### config.mk
export PLATFORM = sky130hd
export DESIGN_NAME = store_aligner
export DESIGN_NICKNAME = d
export VERILOG_FILES = /design/src/rtl/store_aligner.sv
export SDC_FILE = /design/constraint.sdc
export NUM_CORES = 1
export LEC_CHECK = 0
export ABC_AREA = 1
export BUFFER_PORTS_ARGS = -buffer_cell sky130_fd_sc_hd__buf_2
export CAP_MARGIN = 15
export CORE_MARGIN = 8
export CORE_UTILIZATION = 54
export CTS_CLUSTER_DIAMETER = 150
export CTS_CLUSTER_SIZE = 28
export DETAILED_ROUTE_END_ITERATION = 8
export PLACE_DENSITY = 0.88
export SLEW_MARGIN = 5
export SYNTH_ARGS = -nofsm -noshare
export SYNTH_HDL_FRONTEND = slang
export SYNTH_SLANG_ARGS = --single-unit
### constraint.sdc
create_clock -name clk -period 5.63 [get_ports clk]
set_clock_uncertainty 0.1 [all_clocks]
set_input_delay 0.2815 -clock clk [delete_from_list [all_inputs] [get_ports clk]]
set_output_delay 0.2815 -clock clk [all_outputs]
set_load 0.02 [all_outputs]
### src/rtl/store_aligner.sv
`default_nettype none
// ============================================================================
// Module   : store_aligner
// Purpose  : Converts a right-aligned store request (address, size, rs2 data)
//            into one or two bus-aligned write beats carrying lane-shifted
//            data, a byte strobe and an expanded bit mask.
// Ports    : clk, rst            - clock, synchronous active-high reset
//            req_valid/req_ready - request handshake (ready only when idle)
//            req_addr/size/data  - store byte address, size code, rs2 data
//            out_valid/out_ready - beat handshake
//            out_addr/data/strb/mask/last - aligned beat payload
//            err                 - one-cycle pulse when an illegal request
//                                  is presented while idle
// Config   : STORE_ALIGNER_MISALIGN_EN - when defined, a request crossing a
//            bus word is split into two beats; when undefined it is rejected
//            with err and the second-beat state is not built.
// Revision : 1.0 - initial release
// ============================================================================
module store_aligner #(
    parameter int DATA_W = 64,
    parameter int ADDR_W = 64
) (
    input  logic                clk,
    input  logic                rst,
    input  logic                req_valid,
    output logic                req_ready,
    input  logic [ADDR_W-1:0]   req_addr,
    input  logic [1:0]          req_size,
    input  logic [DATA_W-1:0]   req_data,
    output logic                out_valid,
    input  logic                out_ready,
    output logic [ADDR_W-1:0]   out_addr,
    output logic [DATA_W-1:0]   out_data,
    output logic [DATA_W/8-1:0] out_strb,
    output logic [DATA_W-1:0]   out_mask,
    output logic                out_last,
    output logic                err
);

    localparam int c_BYTES = DATA_W / 8;
    localparam int c_OFF_W = $clog2(c_BYTES);
`ifdef STORE_ALIGNER_MISALIGN_EN
    localparam int c_SPAN  = 2;
`else
    localparam int c_SPAN  = 1;
`endif
    // The shifted request only needs a second bus word when splitting is on.
    localparam int c_WIDE_B = c_SPAN * c_BYTES;
    localparam int c_WIDE_W = c_SPAN * DATA_W;

    localparam logic [1:0] S_IDLE  = 2'd0;
    localparam logic [1:0] S_BEAT0 = 2'd1;
`ifdef STORE_ALIGNER_MISALIGN_EN
    localparam logic [1:0] S_BEAT1 = 2'd2;
`endif

    logic [1:0]          r_state;
    logic [1:0]          w_next_state;
    logic [ADDR_W-1:0]   r_addr;
    logic [c_WIDE_W-1:0] r_data;
    logic [c_WIDE_B-1:0] r_strb;
`ifdef STORE_ALIGNER_MISALIGN_EN
    logic                r_cross;
`endif

    logic [c_OFF_W-1:0]  w_off;
    logic [3:0]          w_nbytes;
    logic [4:0]          w_end;
    logic                w_cross;
    logic                w_illegal;
    logic                w_accept;
    logic [c_WIDE_B-1:0] w_base_strb;
    logic [c_WIDE_B-1:0] w_wide_strb;
    logic [c_WIDE_W-1:0] w_wide_mask;
    logic [c_WIDE_W-1:0] w_wide_data;

    // ------------------------------------------------------------------
    // Request decode
    // ------------------------------------------------------------------
    assign w_off    = req_addr[c_OFF_W-1:0];
    assign w_nbytes = 4'd1 << req_size;
    assign w_end    = 5'(w_off) + 5'(w_nbytes);
    assign w_cross  = (w_end > 5'(c_BYTES));

    always_comb begin
        w_illegal = (DATA_W == 32) && (req_size == 2'd3);
`ifndef STORE_ALIGNER_MISALIGN_EN
        w_illegal = w_illegal || w_cross;
`endif
    end

    assign req_ready = (r_state == S_IDLE);
    assign w_accept  = req_valid && req_ready && !w_illegal;
    // Suppressed under reset so the reset cycle never reports an error.
    assign err       = req_valid && req_ready && w_illegal && !rst;

    // Unshifted strobe: the low n lanes set.
    always_comb begin
        for (int i = 0; i < c_WIDE_B; i++) begin
            w_base_strb[i] = (i < int'(w_nbytes));
        end
    end

    assign w_wide_strb = w_base_strb << w_off;

    for (genvar i = 0; i < c_WIDE_B; i++) begin : g_wide_mask
        assign w_wide_mask[8*i +: 8] = {8{w_wide_strb[i]}};
    end

    // rs2 carries junk above the access size; masking by the strobe keeps
    // unused lanes at zero.
    assign w_wide_data = (c_WIDE_W'(req_data) << {w_off, 3'b000}) & w_wide_mask;

    // ------------------------------------------------------------------
    // Captured beat fields
    // ------------------------------------------------------------------
    always_ff @(posedge clk) begin
        if (rst) begin
            r_addr <= '0;
            r_data <= '0;
            r_strb <= '0;
        end else if (w_accept) begin
            r_addr <= {req_addr[ADDR_W-1:c_OFF_W], {c_OFF_W{1'b0}}};
            r_data <= w_wide_data;
            r_strb <= w_wide_strb;
        end
    end

`ifdef STORE_ALIGNER_MISALIGN_EN
    always_ff @(posedge clk) begin
        if (rst) begin
            r_cross <= 1'b0;
        end else if (w_accept) begin
            r_cross <= w_cross;
        end
    end
`endif

    // ------------------------------------------------------------------
    // FSM
    // ------------------------------------------------------------------
    always_ff @(posedge clk) begin
        if (rst) begin
            r_state <= S_IDLE;
        end else begin
            r_state <= w_next_state;
        end
    end

    always_comb begin
        w_next_state = r_state;
        out_valid    = 1'b0;
        out_last     = 1'b0;
        out_addr     = '0;
        out_data     = '0;
        out_strb     = '0;
        case (r_state)
            S_IDLE: begin
                if (w_accept) begin
                    w_next_state = S_BEAT0;
                end
            end
            S_BEAT0: begin
                out_valid = 1'b1;
                out_addr  = r_addr;
                out_data  = r_data[DATA_W-1:0];
                out_strb  = r_strb[c_BYTES-1:0];
`ifdef STORE_ALIGNER_MISALIGN_EN
                out_last  = !r_cross;
                if (out_ready) begin
                    w_next_state = r_cross ? S_BEAT1 : S_IDLE;
                end
`else
                out_last  = 1'b1;
                if (out_ready) begin
                    w_next_state = S_IDLE;
                end
`endif
            end
`ifdef STORE_ALIGNER_MISALIGN_EN
            S_BEAT1: begin
                out_valid = 1'b1;
                out_last  = 1'b1;
                // Wraps naturally at the top of the address space.
                out_addr  = r_addr + ADDR_W'(c_BYTES);
                out_data  = r_data[c_WIDE_W-1 -: DATA_W];
                out_strb  = r_strb[c_WIDE_B-1 -: c_BYTES];
                if (out_ready) begin
                    w_next_state = S_IDLE;
                end
            end
`endif
            default: begin
                w_next_state = S_IDLE;
            end
        endcase
    end

    for (genvar i = 0; i < c_BYTES; i++) begin : g_out_mask
        assign out_mask[8*i +: 8] = {8{out_strb[i]}};
    end

endmodule
`default_nettype wire

==> impl_metrics.yaml <==
clocking:
  clkLatencyLatePin_ns: 0.42
  numClockSinks: 134
  post_cts.repair.setup_buffers: 0
  ctsResizeCount: 0
  cts_tree: "yes"
  postCtsHoldBufs: 27
  cts_root_buffer: "clkbuf_16"
  cts.htree.levels: 4
  cts.path.max_buffers: 2
  cts.clk_slew.worst_paths_ns: 0.06
  cts_buffers: 17
place:
  dpl.hpwl_mm: 21.7
  gp_congestion: 0.918
  dp_cells: 1849
  portBuffers: 334
  dpl_cell_area_um2: 9560
floorplan:
  io-pin-count: 338
  die_h_um: 141
  initial_core_util_pct: 54.3
  dieArea_um2: 20000
  die_w_um: 141
  rows: 46
  core-area_um2: 15700
sta:
  rsz0062_at_grt: "false"
  finalSetupTns_ns: 0
  drv_slew: 0
  worstMarginPinSlew_ns: 1.11
  layout_worst_path_cycle_share_pct: 59.4
  fmax_ghz: 0.299
  relSlewSlack_pct: 25.8
  hold_violations: 0
  post-route-min-period_ns: 3.34
  setup_viol: 0
synth:
  syn_avg_cell_area_um2: 5.84
  ys_top_cells_by_count: "nand2_1 (624), inv_1 (158), a21oi_1 (152), dfxtp_1 (134), nand3_1 (133)"
  ys_types: 25
  synth_cells: 1454
  synthTopCellsByArea: "dfxtp_1 (32%), nand2_1 (28%), a21oi_1 (9.0%), nand3_1 (7.8%), inv_1 (7.0%)"
  synth_top_flop_cell: "dfxtp_1"
  syn_area_um2: 8500
  synth.most_common_cell: "nand2_1"
  synth_edf_count: 0
  yosysTopAreaCellShare_pct: 31.6
  async_flop_share_pct: 0
  synth_seq_cells: 134
  ys_seq_area_share_pct: 31.6
  synth_warnings: 0
  synth_top_area_cell: "dfxtp_1"
run:
  maxCapViolCount: 0
worst_setup_path:
  crit_fanout: 73
  critPathArrivalTime_ns: 3.51
  critPathBufInv: 5
  cpMaxStageDelayCell: "nand3_4"
  cp_top_family: "buffers and inverters"
  crit_start: "req_addr[1]"
  critPathMaxStageDelay_ns: 0.71
  cp-start-kind: "primary input"
  criticalPathCategory: "primary input to flip-flop"
  crit_top_cell: "buf_4"
  cp_cell_sequence: "buf_2 > buf_4 > inv_2 > fa_1 > inv_1 > nor2_1 > nand3_1 > nand3_2 > nand3_4 > buf_4 > nand2_1 > a21oi_1"
  reg2reg_from: "r_state[0]$_SDFFE_PP0P_"
  end_kind: "flip-flop"
  worstPathRequired_ns: 5.79
routing:
  via_per_inst: 5.29
  vias: 10100
  drt_iter0_markers: 1001
  antenna_left: 0
  drc_errors: 0
  dr.pass1.iters: 7
  wl_per_cell_um: 16.2
  finalWirelength_mm: 31.0
pwr:
  power_switching_uw: 852
  seqPwrFrac_pct: 38.7
  p_clk_share_pct: 41.2
  p_total_mw: 2.67
  p_per_area_nw_per_um2: 257
  peakVddDrop_uv: 235
  p_leak_nw: 6.17
  p_int_mw: 1.82
  p_sw_share_pct: 31.9
  combPwrFrac_pct: 20.1
global_routing:
  grt_usage_pct: 29.7
  grt.overflow.total: 0
  antenna_found_initial: 2
  grt_max_degree: 110
  grt_pass1_vias: 9340
  grt_pass1_wl_mm: 48.2
layout:
  final_cell_count_no_fill: 1909
  design_area_um2: 10400
  syn_to_final_growth_pct: 22.7
  post-route-util_pct: 66.6
  num-nets-final: 1817
  drive_gt1_share_pct: 22.8
outcome:
  outcome: "completed"
hold_path:
  hold_path.class: "primary input to flip-flop"
  hp-start: "req_addr[34]"
## logic make-up (layout without fill, tap and decap cells)
kind of cell,count (synthesis),count (layout),share of synthesized area (%)
AO/OA/AOI/OAI,157,157,9.25
adder cells (fa/ha/maj),4,4,0.678
buffers and inverters,329,565,18.7
flip-flops,134,134,31.6
other,1,4,0.0441
AND/OR/NAND/NOR,829,829,39.8
## metrics by stage
step,worst slack [ns],hold WS [ns]
floorplan,3.20,0.324
detailed placement,1.94,0.355
global route,2.06,0.0109
global placement,2.00,0.350
finish,2.29,0.00815
CTS,2.37,0.000460
## metal layers
metal | vias up | global-route usage (%) | part of all wire (%) | wire length (um)
met5 | - | 0 | 0.042 | 13
met4 | 2 | 14.8 | 4.7 | 1460
met3 | 112 | 9.07 | 11 | 3360
met2 | 632 | 47.0 | 46 | 14100
met1 | 4486 | 35.9 | 39 | 12000
li1 | 4873 | - | - | -
## power groups by stage
stage / clock [mW] / combinational, mW / sequential, mW
finish: 1.10 / 0.537 / 1.03
global route: 1.15 / 0.591 / 1.04
CTS: 1.10 / 0.526 / 1.03
detailed placement: 0 / 0.508 / 1.05
global placement: 0 / 0.501 / 1.05
floorplan: 0 / 0.377 / 1.04
## layout by cell type, fill, tap and decap left out, drive strengths merged
master,netlist,layout
o21ai,5,5
fa,1,1
diode,0,1
nand4,12,12
dlygate4sd3,0,27
ha,3,3
conb,1,3
inv,162,167
a21oi,152,152
nor3,33,33
clkinv,1,4
clkinvlp,0,3
dfxtp,134,134
nand2,626,626
clkbuf,52,20
nor2,22,22
bufinv,0,1
buf,114,343
or2,1,1
nand3,135,135
## layout make-up
cell class	count	area (um^2)
fillers	1443	5240
multi-input cells	993	4240
flip-flops and latches	134	2690
repair buffers	370	2020
inverters	163	612
clock buffers	20	468
well taps	216	270
clock inverters	12	115
diodes	1	2.50
## flip-flops by register name, indices dropped and copies added (netlist names)
signal,flops
r_strb,8
r_data,64
r_addr,61
r_state,1
## worst min-delay path, cell delays in order
cell and delay (ns):
buf_2 0.09, nand2_1 0.05, a21oi_1 0.05
## final timing paths
path                            cells after the start  slack [ns]                 endpoint
worst max-delay path                               12        2.29  r_addr[40]$_SDFFE_PP0P_
worst min-delay path                                3       0.008  r_addr[34]$_SDFFE_PP0P_
worst max register to register                      5        2.51  r_addr[40]$_SDFFE_PP0P_
worst min register to register                      2        0.36  r_data[56]$_SDFFE_PP0P_
Power figures use the tool's default switching activity.
